==> config.mk <==
export PLATFORM = sky130hd
export DESIGN_NAME = esram_rd_arbiter
export DESIGN_NICKNAME = d
export VERILOG_FILES = /design/src/rtl/esram_rd_arbiter.sv
export SDC_FILE = /design/constraint.sdc
export NUM_CORES = 1
export LEC_CHECK = 0
export BUFFER_PORTS_ARGS = -buffer_cell sky130_fd_sc_hd__buf_2
export CAP_MARGIN = 40
export CORE_AREA = 2 2 427 429
export CTS_CLUSTER_SIZE = 14
export DETAILED_ROUTE_END_ITERATION = 12
export DIE_AREA = 0 0 429 431
export PLACE_DENSITY_LB_ADDON = 0.08
export SYNTH_ARGS = -nofsm -noshare
export SYNTH_HDL_FRONTEND = slang
export SYNTH_SLANG_ARGS = --single-unit
==> constraint.sdc <==
create_clock -name clk_datamover -period 11.03 [get_ports clk_datamover]
set_clock_uncertainty 0.2 [all_clocks]
set_input_delay 1.103 -clock clk_datamover [delete_from_list [all_inputs] [get_ports clk_datamover]]
set_output_delay 1.103 -clock clk_datamover [all_outputs]
set_load 0.1 [all_outputs]
==> src/rtl/esram_rd_arbiter.sv <==
// Round-robin, packet-atomic arbiter for the shared eSRAM read port.
// An in-order tag FIFO steers each returned beat back to the requester that issued it.
module esram_rd_arbiter #(
    parameter int NUM_REQ      = 2,
    parameter int AWIDTH       = 17,
    parameter int DWIDTH       = 520,
    parameter int MAX_INFLIGHT = 16
) (
    input  logic                              clk_datamover,
    input  logic                              rst_datamover_n,
    input  logic [NUM_REQ-1:0]                req_valid,
    input  logic [NUM_REQ*AWIDTH-1:0]         req_addr,
    input  logic [NUM_REQ-1:0]                req_last,
    output logic [NUM_REQ-1:0]                req_ready,
    output logic                              esram_rden,
    output logic [AWIDTH-1:0]                 esram_rdaddress,
    input  logic                              esram_rd_valid,
    input  logic [DWIDTH-1:0]                 esram_rddata,
    output logic [NUM_REQ-1:0]                resp_valid,
    output logic [DWIDTH-1:0]                 resp_data,
    output logic [$clog2(MAX_INFLIGHT):0]     inflight_cnt,
    output logic                              err_spurious_rd
);

    localparam int CW = $clog2(MAX_INFLIGHT) + 1;
    localparam int PW = $clog2(MAX_INFLIGHT);
    localparam int IW = (NUM_REQ > 1) ? $clog2(NUM_REQ) : 1;

    typedef enum logic {
        IDLE,
        BURST
    } state_t;

    state_t              state_q, state_d;
    logic [IW-1:0]       last_grant_q, last_grant_d;
    logic [IW-1:0]       owner_q, owner_d;
    logic                rden_q, rden_d;
    logic [AWIDTH-1:0]   rdaddress_q, rdaddress_d;
    logic [NUM_REQ-1:0]  resp_valid_q, resp_valid_d;
    logic [DWIDTH-1:0]   resp_data_q, resp_data_d;
    logic [CW-1:0]       cnt_q, cnt_d;
    logic                err_q, err_d;
    logic [PW-1:0]       wr_ptr_q, wr_ptr_d;
    logic [PW-1:0]       rd_ptr_q, rd_ptr_d;
    logic [IW-1:0]       tag_mem_q [MAX_INFLIGHT];

    logic                credit_ok;
    logic                found;
    logic [IW-1:0]       winner;
    logic [IW-1:0]       grant_idx;
    logic                fire;
    logic                pop;
    logic [AWIDTH-1:0]   grant_addr;
    logic [NUM_REQ-1:0]  head_onehot;

    function automatic logic [IW-1:0] rr_index(input logic [IW-1:0] base, input int k);
        int s;
        s = int'(base) + k;
        if (s >= NUM_REQ) s = s - NUM_REQ;
        return IW'(s);
    endfunction

    // Ready is derived only from state, valids and the registered count, never from itself.
    always_comb begin
        credit_ok    = (cnt_q < CW'(MAX_INFLIGHT));
        winner       = '0;
        found        = 1'b0;
        req_ready    = '0;
        grant_idx    = '0;
        state_d      = state_q;
        last_grant_d = last_grant_q;
        owner_d      = owner_q;
        for (int k = 1; k <= NUM_REQ; k++) begin
            if (!found && req_valid[rr_index(last_grant_q, k)]) begin
                winner = rr_index(last_grant_q, k);
                found  = 1'b1;
            end
        end
        case (state_q)
            IDLE: begin
                grant_idx = winner;
                if (found) req_ready[winner] = credit_ok;
            end
            BURST: begin
                grant_idx          = owner_q;
                req_ready[owner_q] = credit_ok;
            end
            default: begin
                grant_idx = winner;
            end
        endcase
        fire = |(req_valid & req_ready);
        if (fire) begin
            if (req_last[grant_idx]) begin
                state_d      = IDLE;
                last_grant_d = grant_idx;
            end else begin
                state_d = BURST;
                owner_d = grant_idx;
            end
        end
    end

    always_comb begin
        grant_addr = '0;
        for (int i = 0; i < NUM_REQ; i++) begin
            if (grant_idx == IW'(i)) grant_addr = req_addr[i*AWIDTH +: AWIDTH];
        end
        pop         = esram_rd_valid && (cnt_q != '0);
        rden_d      = fire;
        rdaddress_d = fire ? grant_addr : rdaddress_q;
        wr_ptr_d    = wr_ptr_q + PW'(fire);
        rd_ptr_d    = rd_ptr_q + PW'(pop);
        case ({fire, pop})
            2'b10:   cnt_d = cnt_q + CW'(1);
            2'b01:   cnt_d = cnt_q - CW'(1);
            default: cnt_d = cnt_q;
        endcase
        head_onehot                      = '0;
        head_onehot[tag_mem_q[rd_ptr_q]] = 1'b1;
        resp_valid_d = pop ? head_onehot : '0;
        resp_data_d  = pop ? esram_rddata : resp_data_q;
        // A return with nothing outstanding is dropped but remembered until reset.
        err_d        = err_q | (esram_rd_valid && (cnt_q == '0));
    end

    always_ff @(posedge clk_datamover or negedge rst_datamover_n) begin
        if (!rst_datamover_n) begin
            state_q      <= IDLE;
            last_grant_q <= IW'(NUM_REQ - 1);
            owner_q      <= '0;
            rden_q       <= 1'b0;
            rdaddress_q  <= '0;
            resp_valid_q <= '0;
            resp_data_q  <= '0;
            cnt_q        <= '0;
            err_q        <= 1'b0;
            wr_ptr_q     <= '0;
            rd_ptr_q     <= '0;
        end else begin
            state_q      <= state_d;
            last_grant_q <= last_grant_d;
            owner_q      <= owner_d;
            rden_q       <= rden_d;
            rdaddress_q  <= rdaddress_d;
            resp_valid_q <= resp_valid_d;
            resp_data_q  <= resp_data_d;
            cnt_q        <= cnt_d;
            err_q        <= err_d;
            wr_ptr_q     <= wr_ptr_d;
            rd_ptr_q     <= rd_ptr_d;
        end
    end

    always_ff @(posedge clk_datamover or negedge rst_datamover_n) begin
        if (!rst_datamover_n) begin
            for (int i = 0; i < MAX_INFLIGHT; i++) tag_mem_q[i] <= '0;
        end else if (fire) begin
            tag_mem_q[wr_ptr_q] <= grant_idx;
        end
    end

    assign esram_rden      = rden_q;
    assign esram_rdaddress = rdaddress_q;
    assign resp_valid      = resp_valid_q;
    assign resp_data       = resp_data_q;
    assign inflight_cnt    = cnt_q;
    assign err_spurious_rd = err_q;

endmodule
; After elaboration in Yosys (flattened, before gate mapping)
; Index checks and enable logic that the tools add are counted.
[op_classes]
add_sub_neg = 8
multipliers = 0
n_div = 0
n_lt_le_gt_ge = 15
n_eq_ne = 2
shifts = 0
muxes = 31
n_bitwise = 8
n_reduce_logical = 14
[ops]
columns = operator, count
row1 = 1-bit two-way mux, 19
row2 = 17-bit two-way mux, 1
row3 = 16-bit bitwise mux, 1
row4 = "1-bit by 2-bit < comparator with 1-bit output, second input constant", 6
row5 = "5-bit greater-or-equal comparator, second input constant", 2
row6 = 4-bit inverter with 5-bit output, 2
row7 = 5-bit case mux with 2 select lines, 1
row8 = 4-bit by 1-bit adder with 4-bit output, 2
row9 = 1-bit logical AND, 7
row10 = 2-bit bitwise AND, 3
row11 = "5-bit by 1-bit adder with 5-bit output, second input constant", 1
row12 = 5-bit zero test, 1
row13 = "5-bit by 1-bit < comparator with 1-bit output, second input constant", 1
row14 = "5-bit < comparator, second input constant", 1
row15 = 5-bit nonzero test, 1
row16 = "5-bit by 1-bit subtractor with 5-bit output, second input constant", 1
row17 = 1-bit binary-select mux with 4-bit select, 1
row18 = 1-bit demux with 4-bit select, 1
row19 = 2-bit two-way mux, 2
row20 = 2-bit case mux with 2 select lines, 1
row21 = 2-bit AND reduction, 2
row22 = "1-bit by 2-bit adder with 3-bit output, second input constant", 1
row23 = 1-bit demux with 1-bit select, 3
row24 = "1-bit greater-or-equal comparator, second input constant", 3
row25 = other kinds (12), 14
[totals]
register_bits = 573
latch_bits = 0
mem_bits_rw = 0
romBits = 0
out_inout_bits = 548
memories = 0

; Longest topological paths before layout
; Gate-level depths: netlist of the first run.
[logic_depth]
ltp_word = 20
mapped_depth = 14

; Worst setup path after synthesis of the first run
; No wires, ideal clock.
[synth_timing]
path_kind = reg2reg
start = reg cnt_q[4], in the netlist inflight_cnt[4]
end = reg cnt_q[4], in the netlist inflight_cnt[4]
setup_time_ns = 0.145
arrival_time_ns = 3.719
t_required_ns = 10.685
setup_slack_ns = 6.966
path_stages_with_launch = 14
n_path_buf = 3
synth_period_minus_slack_ns = 4.064
cell_sequence = dfrtp_1 > or4_1 > o21ai_2 > buf_2 > buf_4 > inv_1 > ha_1 > clkbuf_1 > xor2_1 > ha_1 > o211a_1 > or4_1 > o211ai_1 > a311oi_1
[synth_between]
elab_chain_cells = 8
elab_cells_between_ends = 15
cone_classes = add/sub (2) / order compare (1) / eq/ne (2) / mux (3) / bitwise (3) / reduce/logical (4)
[synth_rtl]
columns = item, line_no
row1 = from (decl), 41  ; logic [CW-1:0] cnt_q, cnt_d;
row2 = from (signal assigned), 148  ; cnt_q <= cnt_d;
row3 = 5-bit < comparator, 65  ; credit_ok = (cnt_q < CW'(MAX_INFLIGHT));
row4 = 2-bit bitwise AND (no source line), n/a
row5 = 2-bit two-way mux, 82  ; if (found) req_ready[winner] = credit_ok;
row6 = 2-bit case mux with 2 select lines, 79  ; case (state_q)
row7 = 2-bit bitwise AND, 92  ; fire = |(req_valid & req_ready);
row8 = 2-bit OR reduction, 92
row9 = 2-bit by 1-bit equality test with 1-bit output / 2-bit equality test (equally long branches), 114  ; case ({fire, pop})
row10 = 5-bit case mux with 2 select lines / 2-bit nonzero test (equally long branches), n/a
; Several ways; a longest one is shown, not always the timed one.
; A chain may end at the register's enable or synchronous reset.

; Worst setup path after layout of the first run
[layout_timing]
start = reg cnt_q[4], in the netlist inflight_cnt[4]
end = reg resp_data_q[154], in the netlist resp_data[154]
[layout_between]
elab_chain_cells = 2
[layout_rtl]
columns = item, line_no
row1 = 5-bit nonzero test, 109  ; pop = esram_rd_valid && (cnt_q != '0);
row2 = 1-bit logical AND, 109
row3 = to (signal assigned), 147  ; resp_data_q <= resp_data_d;
row4 = to (decl), 40  ; logic [DWIDTH-1:0] resp_data_q, resp_data_d;
; No other way between the ends.

==> metrics, run 1 <==
antenna violations before repair 85; power density over cell area 303 nW/um^2; fraction of the mapped netlist area in simple logic gates 1.43%; CP Data Arrival Time 5.15 ns; maximum frequency from static timing analysis 0.209 GHz; Layout Nets 3045; post-route ant nets 0; arithmetic-cell share of the synthesized area counting full adders, half adders and majority gates 0.456%; max-cap violation count 0; Finish-stage setup viols 0; data required time at the worst endpoint 11.39 ns; Num Clock Sinks 573; Post-Syn Instances 1340; post-CTS setup buffers 0; HPWL after detailed placement 81.6 mm; area leader, netlist sky130_fd_sc_hd__dfrtp_1; number of DRC markers in iteration 0 513; IO Pins 1109; endpoints failing hold 0; Core Util, Final 18.4%; Cells after DPL 4760; yosys synthesis warning count 0; type of origin of the critical path flip-flop; most instantiated library cell after synthesis sky130_fd_sc_hd__dfrtp_1; mux contribution to synthesized area 28.8%; count of input and output buffers 1108; minimum clock period after layout 4.79 ns; vias per std cell 3.27; number of buffers on the longest clock path 3; Cell Rows 156; critical-path maximum fanout 134; total routing resource utilization after global routing 10.9%; clock buffers created by TritonCTS 84; sequential area share after synthesis 65.3%; final weighted congestion of routability-driven global placement 0.783; filler cell count 19.9k; DRT Pass-1 Iters 4; die area 185000 sq um; average instance area after synthesis 16.4 sq um; global-route wire length before repair 142 mm; footprint of the multi-input gates 7120 sq um; distinct cell type count after synthesis 42; capturing element type of the critical path flip-flop; CTS Root Cell sky130_fd_sc_hd__clkbuf_16; largest cells by area after synthesis sky130_fd_sc_hd__dfrtp_1 (65%), sky130_fd_sc_hd__mux2_2 (25%), sky130_fd_sc_hd__mux2_1 (2.2%), sky130_fd_sc_hd__buf_4 (1.6%), sky130_fd_sc_hd__mux2i_1 (0.87%); DR WL/cell 21.0 um; Compound-Gate Fraction of Synth Area 1.37%; Net Count, Synth 1909; aggregate negative setup slack 0 ns; Core Footprint 180000 sq um; xor/xnor cell area share of the yosys netlist 0.319%; CTS-repair resized insts 0; unrepaired setup endpoints after global routing false; count of flip-flops with a built-in enable after synthesis 0; initial standard-cell utilization of the core 12.2%; post-route cell area 33100 sq um; post-detailed-placement cell area 30200 sq um; transition time of the tightest slew-check pin 1.28 ns; number of flip-flops and latches in the synthesized netlist 573; worst setup timing slack at the placement stage 6.12 ns; worst reg2reg startpoint inflight_cnt[4]; leftover overflow at the end of global routing 0; H-tree lvl count 3; Area Growth Syn to Fin 50.7%; count of unresolved DRC violations after routing 0; Non-Filler Instances 4935; fraction of post-synthesis cell area in the top cell type by area 65.2%; Async S/R FF share, synth 100%; P_leak 15.1 nW; final worst-path setup slack 6.24 ns; Chip Width 429 um; number of pins with negative max-slew slack in the final report 0; Tightest Hold Check Type in2async; mapped cell area 21900 sq um; latest clock arrival within the worst-skew pair 0.68 ns; category of the most critical setup path reg2reg; pin count of the biggest net entering global routing 154; vias in the first global route 17.4k; wirelength, routed 104 mm; ranking of synthesized cells by instance count sky130_fd_sc_hd__dfrtp_1 (572), sky130_fd_sc_hd__mux2_2 (495), sky130_fd_sc_hd__buf_4 (48); post-route fraction of the period consumed by the critical path 43.5%; Primary FF master, synth sky130_fd_sc_hd__dfrtp_1; hold buffer count at CTS 0; dominant combinational cell family by area after synthesis multiplexers; hold_ws 0.250 ns; proportion of layout cells with a drive suffix above 1 69.0%; Clk pin slew, worst setup/hold paths 0.05 ns; launching element of the worst setup path inflight_cnt[4]; Worst Reg-to-Reg Cells 8; outcome finished, final reports clean; total number of vias 16.1k; Chip Height 431 um; maximum vdd ir drop 154 uV; remaining max-slew budget at the tightest pin 14.8%; area taken by flip-flops and latches 14300 sq um; CTS tree built; Design Power 10.0 mW
==> worst max-delay path, cell delays in order, from the launching register on <==
cell and delay, ns:
sky130_fd_sc_hd__dfrtp_1 0.47, sky130_fd_sc_hd__or4_1 0.63, sky130_fd_sc_hd__o21ai_4 0.16, sky130_fd_sc_hd__buf_4 0.56, sky130_fd_sc_hd__buf_4 0.26, sky130_fd_sc_hd__buf_16 0.23
sky130_fd_sc_hd__buf_12 0.54, sky130_fd_sc_hd__buf_4 0.77, sky130_fd_sc_hd__mux2_2 0.41
==> cell usage in the layout (no fill, tap or decap), types with 19 or more instances in the layout <==
cell                        Yosys  final
sky130_fd_sc_hd__buf_2         11   1107
sky130_fd_sc_hd__dfrtp_1      572    572
sky130_fd_sc_hd__mux2_2       495    495
sky130_fd_sc_hd__clkbuf_16      0     87
sky130_fd_sc_hd__mux2_1        42     42
sky130_fd_sc_hd__diode_2        0     30
sky130_fd_sc_hd__o21ai_0       26     26
sky130_fd_sc_hd__nand2_1       25     25
sky130_fd_sc_hd__clkbuf_1      14     21
sky130_fd_sc_hd__mux2i_1       19     19
==> metal layers <==
metal	track usage (%)	routed length (um)	up-vias
met5	0.338	149	-
met4	4.23	2890	24
met3	4.40	8990	217
met2	20.2	56100	722
met1	10.8	35600	8107
li1	-	-	7076
==> sequential cells by signal, summed over array words and instances, names as in the netlist <==
name / count
rd_ptr_q: 4
wr_ptr_q: 4
esram_rden: 1
inflight_cnt: 5
resp_valid: 2
esram_rdaddress: 17
resp_data: 520
err_spurious_rd: 1
owner_q: 1
last_grant_q: 1
state_q: 1
tag_mem_q: 16
==> power by group <==
part | internal [mW] | total, mW | switching [mW]
clock | 1.67 | 2.72 | 1.05
sequential | 2.54 | 2.80 | 0.263
combinational | 0.798 | 4.49 | 3.69
==> layout make-up <==
class | count | share of cell area [%]
diodes | 30 | 0.227
clock buffers | 125 | 7.53
clock inverters | 20 | 0.791
inverters | 5 | 0.0568
multi-input cells | 688 | 21.5
flip-flops and latches | 573 | 43.4
well taps | 2370 | 8.97
repair buffers | 1124 | 17.5
==> final timing paths <==
check | end | slack (ns)
worst min-delay path | resp_data[282] | 0.25
max in group asynchronous | resp_data[457] | 8.17
min in group clk_datamover | err_spurious_rd | 0.27
worst max-delay path | resp_data[154] | 6.24
worst max register to register | resp_data[154] | 6.24
worst min register to register | err_spurious_rd | 0.27
==> logic make-up (layout without fill, tap and decap cells) <==
group,after synthesis,count (layout)
AO/OA/AOI/OAI,48,48
XOR/XNOR,8,8
adder cells (fa/ha/maj),8,8
buffers and inverters,79,1274
flip-flops,573,573
multiplexers,560,560
other,0,30
AND/OR/NAND/NOR,64,64
(Power assumes the default switching activity.)
==> inputs of run 2 (changes only) <==
==> constraint.sdc (replaced) <==
create_clock -name clk_datamover -period 4.9 [get_ports clk_datamover]
set_clock_uncertainty 0.2 [all_clocks]
set_input_delay 0.49 -clock clk_datamover [delete_from_list [all_inputs] [get_ports clk_datamover]]
set_output_delay 0.49 -clock clk_datamover [all_outputs]
set_load 0.1 [all_outputs]
==> run 2 against run 1 <==
  * Clock power is 120% higher
  * Maximum frequency increased by 33%
  * Largest power group unchanged
  * Global-route usage grew 0.28 points
  * Via count rose by 11%
  * Critical endpoint is now resp_data[363]
  * Die area did not move
  * Non-clock buffer count grew 559
  * Power is 130% higher
  * Worst hold slack worse by 0.064 ns
  * Sequential cell count is the same
  * Combinational power up 140%
==> metrics, run 2 (same netlist as run 1, synthesis figures left out) <==
vias per std cell 3.27; footprint of the multi-input gates 7120 sq um; Num Clock Sinks 573; total number of vias 17.9k; Tightest Hold Check Type in2reg; power density over cell area 592 nW/um^2; initial standard-cell utilization of the core 12.2%; leftover overflow at the end of global routing 0; max-cap violation count 0; Layout Nets 3603; wirelength, routed 106 mm; most common library cell in the layout ignoring fill and taps sky130_fd_sc_hd__buf_2; outcome finished, final reports clean; final weighted congestion of routability-driven global placement 0.775; data required time at the worst endpoint 5.26 ns; Core Util, Final 21.4%; clock buffers created by TritonCTS 83; transition time of the tightest slew-check pin 1.01 ns; proportion of layout cells with a drive suffix above 1 56.4%; critical-path maximum fanout 130; area taken by flip-flops and latches 14300 sq um; final worst-path setup slack 1.30 ns; DR WL/cell 19.3 um; max FFs per register 520; category of the most critical setup path reg2reg; critical path's slowest cell sky130_fd_sc_hd__or4_1; count of unresolved DRC violations after routing 0; aggregate negative setup slack 0 ns; Core Footprint 180000 sq um; total routing resource utilization after global routing 11.2%; DRT Pass-1 Iters 4; Clk pin slew, worst setup/hold paths 0.05 ns; CTS tree built; Cell Rows 156; Register-to-Register Setup Slack 1.30 ns; latest clock arrival within the worst-skew pair 0.70 ns; worst reg2reg startpoint inflight_cnt[4]; maximum frequency from static timing analysis 0.278 GHz; capturing element type of the critical path flip-flop; type of origin of the critical path flip-flop; IO Pins 1109; P_leak 17.4 nW; number of pins with negative max-slew slack in the final report 0; worst hold path startpoint req_valid[0]; Chip Width 429 um; maximum vdd ir drop 383 uV; HPWL after detailed placement 82.0 mm; post-route fraction of the period consumed by the critical path 73.5%; number of DRC markers in iteration 0 418; cell chain of the critical path or4_1 > o21ai_4 > buf_12 > buf_4 > buf_16 > mux2_2; minimum clock period after layout 3.60 ns; commonest cells after routing, fill and taps aside sky130_fd_sc_hd__buf_2 (1107), sky130_fd_sc_hd__dfrtp_1 (572), sky130_fd_sc_hd__dlygate4sd3_1 (559); Finish-stage setup viols 0; worst setup timing slack at the placement stage 1.29 ns; remaining max-slew budget at the tightest pin 32.7%; unrepaired setup endpoints after global routing false; H-tree lvl count 3; global-route wire length before repair 149 mm; pin count of the biggest net entering global routing 149; launching element of the worst setup path inflight_cnt[4]; Largest stage delay, worst path 0.63 ns; post-route ant nets 0; count of input and output buffers 1108; Area Growth Syn to Fin 75.4%; CTS Root Cell sky130_fd_sc_hd__clkbuf_16; endpoints failing hold 0; number of buffers on the longest clock path 3; antenna violations before repair 23; Chip Height 431 um; CP Data Arrival Time 3.96 ns; vias in the first global route 20.0k; die area 185000 sq um; filler cell count 19.6k
[run 2: cell count changes in the layout (fill, tap and decap cells not counted), sizes merged]
cell and delta:
dlygate4sd3 +559, diode -22, clkbuf +4, clkinv -4, bufinv -3, inv +2, clkinvlp +1
[run 2: report_power, final]
| part | leakage (nW) | internal [mW] | switching (mW) |
|---|---|---|---|
| combinational | 9.37 | 2.13 | 8.42 |
| clock | 1.28 | 3.53 | 2.40 |
| sequential | 6.72 | 5.71 | 0.592 |
[run 2: worst paths after layout]
check	end	cells after the start
min in group asynchronous	resp_data[282]	2
max in group asynchronous	resp_data[399]	3
setup / recovery	resp_data[363]	6
hold / removal	owner_q	4
hold reg to reg	err_spurious_rd	1
setup reg to reg	resp_data[363]	6
[run 2: per-stage QoR]
step	cell area (sq um)	instances	total power [mW]	hold slack [ns]
2_1_floorplan	21900	1340	14.4	-0.00559
3_3_place_gp	30200	4759	16.6	0.249
3_5_place_dp	30200	4760	16.6	0.251
4_1_cts	38500	5464	23.3	0.103
5_1_grt	38500	5469	23.9	0.204
6_report	38500	5472	22.8	0.186
[run 2: area by class of cell]
cell class                      count  area share (%)
Inverter                            5          0.0488
Sequential cell                   573            37.3
Multi-Input combinational cell    688            18.5
Tap cell                         2370            7.71
Timing Repair Buffer             1683            29.6
Clock buffer                      129            6.37
Antenna cell                        8          0.0520
Clock inverter                     16           0.458
[run 2: worst max-delay path, delay by kind of cell (launching register included)]
family,cells,cell delay [ns]
buffers and inverters,3,1.25
AND/OR/NAND/NOR,1,0.63
flip-flops,1,0.46
multiplexers,1,0.37
AO/OA/AOI/OAI,1,0.19
[run 2: what timing repair did]
item / CTS / global route
buffers inserted: 0 / 0
hold buffers: 559 / 0
hold endpoints to repair: 621 / 0
gates resized for setup: 0 / 0
[run 2: metal layers]
| metal | routed length, um | global-route usage [%] | vias to the layer above |
|---|---|---|---|
| met5 | 30 | 0 | - |
| met4 | 3570 | 4.41 | 4 |
| met3 | 7770 | 3.87 | 165 |
| met2 | 55700 | 20.4 | 628 |
| met1 | 38800 | 11.7 | 8928 |
| li1 | - | - | 8168 |
